$ cat src/rtl/hilo_div_ctrl_if.sv
// hilo_div_ctrl_if: execute-stage, divider and multiplier signals of the HI/LO sequencer
//   op_valid/op/rs_val/rt_val          : op presented by the execute stage
//   stall/hi/lo                        : pipeline hold and architectural HI/LO
//   div_start/div_dividend/div_divisor/div_signed, div_busy/div_q/div_r : iterative divider
//   mul_a/mul_b/mul_signed, mul_hi/mul_lo                               : combinational multiplier
//   modport slave is the sequencer side, modport master the environment side.
interface hilo_div_ctrl_if #(
    parameter int WIDTH = 32,
    parameter int OP_W  = 3
);
    logic             op_valid;
    logic [OP_W-1:0]  op;
    logic [WIDTH-1:0] rs_val;
    logic [WIDTH-1:0] rt_val;
    logic             stall;
    logic [WIDTH-1:0] hi;
    logic [WIDTH-1:0] lo;
    logic             div_start;
    logic [WIDTH-1:0] div_dividend;
    logic [WIDTH-1:0] div_divisor;
    logic             div_signed;
    logic             div_busy;
    logic [WIDTH-1:0] div_q;
    logic [WIDTH-1:0] div_r;
    logic [WIDTH-1:0] mul_a;
    logic [WIDTH-1:0] mul_b;
    logic             mul_signed;
    logic [WIDTH-1:0] mul_hi;
    logic [WIDTH-1:0] mul_lo;

    modport slave (
        input  op_valid, op, rs_val, rt_val, div_busy, div_q, div_r, mul_hi, mul_lo,
        output stall, hi, lo, div_start, div_dividend, div_divisor, div_signed,
               mul_a, mul_b, mul_signed
    );

    modport master (
        output op_valid, op, rs_val, rt_val, div_busy, div_q, div_r, mul_hi, mul_lo,
        input  stall, hi, lo, div_start, div_dividend, div_divisor, div_signed,
               mul_a, mul_b, mul_signed
    );
endinterface

$ cat src/rtl/hilo_div_ctrl.sv
// hilo_div_ctrl: owns HI/LO, writes multiply results, sequences the iterative divider
//   clock, reset : system clock, synchronous active-high reset
//   bus (slave)  : execute-stage op, stall, hi/lo, divider and multiplier links
//   Optional macro DIVZERO_SKIP_EN: a zero divisor retires without launching the divider.
module hilo_div_ctrl #(
    parameter int WIDTH = 32,
    parameter int OP_W  = 3
) (
    input logic            clock,
    input logic            reset,
    hilo_div_ctrl_if.slave bus
);
    localparam logic [OP_W-1:0] OP_MULT  = OP_W'(1);
    localparam logic [OP_W-1:0] OP_MULTU = OP_W'(2);
    localparam logic [OP_W-1:0] OP_DIV   = OP_W'(3);
    localparam logic [OP_W-1:0] OP_DIVU  = OP_W'(4);
    localparam logic [OP_W-1:0] OP_MTHI  = OP_W'(5);
    localparam logic [OP_W-1:0] OP_MTLO  = OP_W'(6);

    typedef enum logic [1:0] {IDLE, ISSUE, WAIT, DONE} state_t;

    state_t           state, state_n;
    logic [WIDTH-1:0] hi_q, hi_n, lo_q, lo_n;
    logic [WIDTH-1:0] dividend_q, divisor_q;
    logic             signed_q;
    logic             seen_busy, seen_n;
    logic             div_lat, stall, start;
    logic             is_div, zero_skip;

    assign is_div = bus.op == OP_DIV || bus.op == OP_DIVU;

`ifdef DIVZERO_SKIP_EN
    assign zero_skip = bus.rt_val == '0;
`else
    assign zero_skip = 1'b0;
`endif

    always_comb begin
        state_n = state;
        hi_n    = hi_q;
        lo_n    = lo_q;
        seen_n  = seen_busy;
        div_lat = 1'b0;
        stall   = 1'b0;
        start   = 1'b0;
        unique case (state)
            IDLE: begin
                if (bus.op_valid) begin
                    if (bus.op == OP_MULT || bus.op == OP_MULTU) begin
                        hi_n = bus.mul_hi;
                        lo_n = bus.mul_lo;
                    end else if (bus.op == OP_MTHI) begin
                        hi_n = bus.rs_val;
                    end else if (bus.op == OP_MTLO) begin
                        lo_n = bus.rs_val;
                    end else if (is_div) begin
                        stall   = 1'b1;
                        div_lat = 1'b1;
                        state_n = zero_skip ? DONE : ISSUE;
                    end
                end
            end
            ISSUE: begin
                start   = 1'b1;
                stall   = 1'b1;
                seen_n  = 1'b0;
                state_n = WAIT;
            end
            WAIT: begin
                stall = 1'b1;
                // a low div_busy only means "finished" once the divider has been seen running
                seen_n = seen_busy | bus.div_busy;
                if (seen_busy && !bus.div_busy) begin
                    lo_n    = bus.div_q;
                    hi_n    = bus.div_r;
                    state_n = DONE;
                end
            end
            DONE: state_n = IDLE;
        endcase
    end

    always_ff @(posedge clock) begin
        if (reset) begin
            state      <= IDLE;
            hi_q       <= '0;
            lo_q       <= '0;
            dividend_q <= '0;
            divisor_q  <= '0;
            signed_q   <= 1'b0;
            seen_busy  <= 1'b0;
        end else begin
            state     <= state_n;
            hi_q      <= hi_n;
            lo_q      <= lo_n;
            seen_busy <= seen_n;
            if (div_lat) begin
                dividend_q <= bus.rs_val;
                divisor_q  <= bus.rt_val;
                signed_q   <= bus.op == OP_DIV;
            end
        end
    end

    assign bus.stall        = stall;
    assign bus.hi           = hi_q;
    assign bus.lo           = lo_q;
    assign bus.div_start    = start;
    assign bus.div_dividend = dividend_q;
    assign bus.div_divisor  = divisor_q;
    assign bus.div_signed   = signed_q;
    assign bus.mul_a        = bus.rs_val;
    assign bus.mul_b        = bus.rt_val;
    assign bus.mul_signed   = bus.op == OP_MULT;
endmodule

$ cat src/flat_wrapper.sv
// flat-port wrapper written by rule: the top's interface ports become plain ports
module hilo_div_ctrl_flat 
#(
    parameter int WIDTH = 32,
    parameter int OP_W  = 3
)
  (clock, reset, bus_op_valid, bus_op, bus_rs_val, bus_rt_val, bus_div_busy, bus_div_q, bus_div_r, bus_mul_hi, bus_mul_lo, bus_stall, bus_hi, bus_lo, bus_div_start, bus_div_dividend, bus_div_divisor, bus_div_signed, bus_mul_a, bus_mul_b, bus_mul_signed);
  hilo_div_ctrl_if #(.WIDTH(WIDTH), .OP_W(OP_W)) bus_i ();
  input logic clock;
  input logic reset;
  input wire logic [$bits(bus_i.op_valid)-1:0] bus_op_valid;
  input wire logic [$bits(bus_i.op)-1:0] bus_op;
  input wire logic [$bits(bus_i.rs_val)-1:0] bus_rs_val;
  input wire logic [$bits(bus_i.rt_val)-1:0] bus_rt_val;
  input wire logic [$bits(bus_i.div_busy)-1:0] bus_div_busy;
  input wire logic [$bits(bus_i.div_q)-1:0] bus_div_q;
  input wire logic [$bits(bus_i.div_r)-1:0] bus_div_r;
  input wire logic [$bits(bus_i.mul_hi)-1:0] bus_mul_hi;
  input wire logic [$bits(bus_i.mul_lo)-1:0] bus_mul_lo;
  output wire logic [$bits(bus_i.stall)-1:0] bus_stall;
  output wire logic [$bits(bus_i.hi)-1:0] bus_hi;
  output wire logic [$bits(bus_i.lo)-1:0] bus_lo;
  output wire logic [$bits(bus_i.div_start)-1:0] bus_div_start;
  output wire logic [$bits(bus_i.div_dividend)-1:0] bus_div_dividend;
  output wire logic [$bits(bus_i.div_divisor)-1:0] bus_div_divisor;
  output wire logic [$bits(bus_i.div_signed)-1:0] bus_div_signed;
  output wire logic [$bits(bus_i.mul_a)-1:0] bus_mul_a;
  output wire logic [$bits(bus_i.mul_b)-1:0] bus_mul_b;
  output wire logic [$bits(bus_i.mul_signed)-1:0] bus_mul_signed;
  assign bus_i.op_valid = bus_op_valid;
  assign bus_i.op = bus_op;
  assign bus_i.rs_val = bus_rs_val;
  assign bus_i.rt_val = bus_rt_val;
  assign bus_i.div_busy = bus_div_busy;
  assign bus_i.div_q = bus_div_q;
  assign bus_i.div_r = bus_div_r;
  assign bus_i.mul_hi = bus_mul_hi;
  assign bus_i.mul_lo = bus_mul_lo;
  assign bus_stall = bus_i.stall;
  assign bus_hi = bus_i.hi;
  assign bus_lo = bus_i.lo;
  assign bus_div_start = bus_i.div_start;
  assign bus_div_dividend = bus_i.div_dividend;
  assign bus_div_divisor = bus_i.div_divisor;
  assign bus_div_signed = bus_i.div_signed;
  assign bus_mul_a = bus_i.mul_a;
  assign bus_mul_b = bus_i.mul_b;
  assign bus_mul_signed = bus_i.mul_signed;
  hilo_div_ctrl #(.WIDTH(WIDTH), .OP_W(OP_W)) u_core (.clock(clock), .reset(reset), .bus(bus_i));
endmodule
$ cat config.mk
export PLATFORM = sky130hd
export DESIGN_NAME = hilo_div_ctrl_flat
export DESIGN_NICKNAME = d
export VERILOG_FILES = /design/src/rtl/hilo_div_ctrl_if.sv /design/src/rtl/hilo_div_ctrl.sv /design/src/flat_wrapper.sv
export SDC_FILE = /design/constraint.sdc
export NUM_CORES = 1
export LEC_CHECK = 0
export CAP_MARGIN = 40
export CORE_AREA = 5 5 180 139
export CTS_BUF_LIST = sky130_fd_sc_hd__clkbuf_4
export DETAILED_ROUTE_END_ITERATION = 8
export DIE_AREA = 0 0 185 144
export PLACE_DENSITY_LB_ADDON = 0.1
export SYNTH_ARGS = -nofsm -noshare
export SYNTH_HDL_FRONTEND = slang
export SYNTH_SLANG_ARGS = --single-unit
$ cat constraint.sdc
create_clock -name clock -period 2.1 [get_ports clock]
set_input_delay 0.21 -clock clock [delete_from_list [all_inputs] [get_ports clock]]
set_output_delay 0.21 -clock clock [all_outputs]
set_load 0.02 [all_outputs]
==> run metrics <==
status=complete, no violations; Fin. Hold Viols=0; Post-DP HPWL=22.2 mm; row count=49; leading cell types by count after synthesis=132 x dfxtp_1, 131 x nand2_1, 76 x buf_4, 66 x a21oi_1, 66 x o211ai_1; EDFF count, synth=0; Pleak=3.71 nW; ys flop type=dfxtp_1; Worst Hold Launch=reset; most frequent CP cell=buf_4; Final Max Slew Viols=0; nets@finish=1358; Ys Warns=0; Reg clk slew, reported paths=0.15 ns; max_slew headroom=65.5%; Die W=185 um; post-synthesis sequential area ratio=38.8%; DP Area=10800 um2; Synth area leader=dfxtp_1; post-synth top area share=38.8%; drt first pass iters=5; Max stage delay on crit path=0.35 ns; Hold Path End=u_core.bus.lo[6]; Die H=144 um; routed length per placed instance=20.9 um; TritonCTS clock tree=yes; VDD IR-drop max=0.574 mV; minimum clock period=1.97 ns; synthesized cell area=6810 um2; final hold slack=0.107 ns; largest net degree at the start of global routing=67; antenna violations before repair=3; kind of critical path=flop to flop; post-synthesis cell type count=33; final period utilization=93.7%; total number of vias=7614; final WL=30.9 mm; io pins=395; Clk Latency, worst-skew pair=0.55 ns; Max-Cap Viols=0; Starting Density=29.2%; cell with the most instances after synthesis=dfxtp_1; pwr/cell area=1040 nW/um2; CTS Buf Count=17; area grow syn2layout=62.9%; Setup TNS Final=0 ns; Worst setup SP type=flop; die area=26600 um2; hold_buf cts=0; reg2reg path depth=9; CTS Root Buffer Type=clkbuf_4; Synth Net Count=1053; M2 GR Usage=36.0%; Critical Path AT=2.45 ns; asr flop ratio synth=0%; r2r startpoint=u_core.state[0]; worst r2r dst=u_core.bus.hi[27]; clock skew after layout=0.0163 ns; Clock Sinks=132; Max stage delay cell, worst path=dfxtp_1; Mapped Cells=849; critical path endpoint category=flop; Residual DRC=0; antenna-violating nets left=0; critical path cell sequence=inv_1, buf_4, ha_4, mux2_4, a21boi_4, buf_4, clkbuf_16, o2111ai_1, o21ai_1; Final setup viols=0; post-route cell area=11100 um2; Slew @ Worst Pin=0.513 ns; unrepaired setup endpoints after global routing=no; gr usage total=21.5%; Yosys reg bits=132; grt ovf=0; Iteration-0 DRC Markers=590; number of global-route vias before repair=7431; WP data required=2.58 ns; Critical Path Fanout Max=23; Fmax=0.508 GHz; routed vias/inst=5.16; first-pass GRT wire length=44.6 mm; Core Footprint=23300 um2; Avg Inst Size Synth=8.02 um2; min-delay worst type=primary input to flop; GRT met1 Usage=27.4%; WHS Path Cells=4; share of cells above drive strength 1=8.31%; Reg2Reg Setup Slack=0.13 ns; met3 Usage GRT=6.46%; clock tree buffer depth=2; Synth area leaders=dfxtp_1 39%, buf_4 8.4%, o2111ai_1 8.2%; GRT Max-Usage Layer=met2; I/O Buffers=394; H-Tree Depth=4; GPL Wtd Cong=0.842
==> sequential cells by signal, indices dropped and copies added, names as in the netlist <==
signal,flops
u_core.state,2
u_core.bus.lo,32
u_core.bus.hi,32
u_core.bus.div_dividend,32
u_core.seen_busy,1
u_core.bus.div_divisor,32
u_core.bus.div_signed,1
==> through the flow <==
step,utilization [%],instances,worst slack [ns],total power (W)
2_1_floorplan,-,849,0.322,0.00678
3_3_place_gp,46.3,1438,-0.0394,0.00985
3_5_place_dp,46.3,1438,-0.0507,0.00986
4_1_cts,47.4,1470,0.00368,0.0115
5_1_grt,47.6,1475,0.0172,0.0122
6_report,47.6,1475,0.133,0.0116
==> worst max-delay path, delay by kind of cell, from the launching register on <==
family	cells	cell delay, ns
multiplexers	1	0.19
buffers and inverters	4	0.65
adder cells (fa/ha/maj)	1	0.20
flip-flops	1	0.35
AO/OA/AOI/OAI	3	0.51
==> kinds of logic after synthesis <==
group,count (synthesis),synth area share (%)
AND/OR/NAND/NOR,177,10.3
adder cells (fa/ha/maj),5,0.919
multiplexers,2,0.312
buffers and inverters,165,13.7
XOR/XNOR,1,0.129
flip-flops,132,38.8
AO/OA/AOI/OAI,367,35.8
==> how the worst max path moves through the flow <==
stage	end	depth (start not counted)	slack, ns	start
2_1_floorplan	u_core.bus.hi[10]	9	0.32	u_core.state[0]
3_3_place_gp	bus_mul_signed	5	-0.04	bus_op[1]
3_5_place_dp	bus_mul_signed	5	-0.05	bus_op[1]
4_1_cts	bus_stall	5	0.004	u_core.state[1]
5_1_grt	u_core.bus.lo[5]	9	0.02	u_core.state[0]
6_report	u_core.bus.hi[27]	9	0.13	u_core.state[0]
==> metal layers <==
| layer | share of wire (%) | vias to the layer above |
|---|---|---|
| li1 | - | 3699 |
| met1 | 41 | 3571 |
| met2 | 48 | 314 |
| met3 | 8.9 | 28 |
| met4 | 1.3 | 2 |
| met5 | 0.062 | - |
==> timing repair <==
action / 4_1_cts / 5_1_grt
gates cloned: 0 / 1
endpoints found under the setup margin: 3 / 14
resized for setup: 7 / 5
setup buffers: 0 / 2
==> power by group <==
part	switching, W	internal, W
clock network	0.00110	0.000488
logic	0.00388	0.00275
registers	0.000301	0.00304
==> layout by cell type (no fill, tap or decap), drive strengths merged, types with 2 or more instances in the layout <==
cell,n
clkdlybuf4s50,390
dfxtp,132
nand2,131
o21ai,98
o211ai,66
a21oi,66
o31ai,64
o2111ai,64
buf,52
nor2,34
clkbuf,19
inv,10
clkinvlp,6
ha,5
clkinv,4
nand2b,3
a211oi,3
o211a,3
diode,2
dlygate4sd2,2
==> final cells by class <==
cell class,instances,area [um2]
fillers,2340,12200
clock inverters,14,104
diodes,2,5.00
repair buffers,445,4510
clock buffers,18,135
multi-input cells,552,3280
flip-flops and latches,132,2640
inverters,6,25.0
well taps,306,383
(Power assumes the default switching activity.)
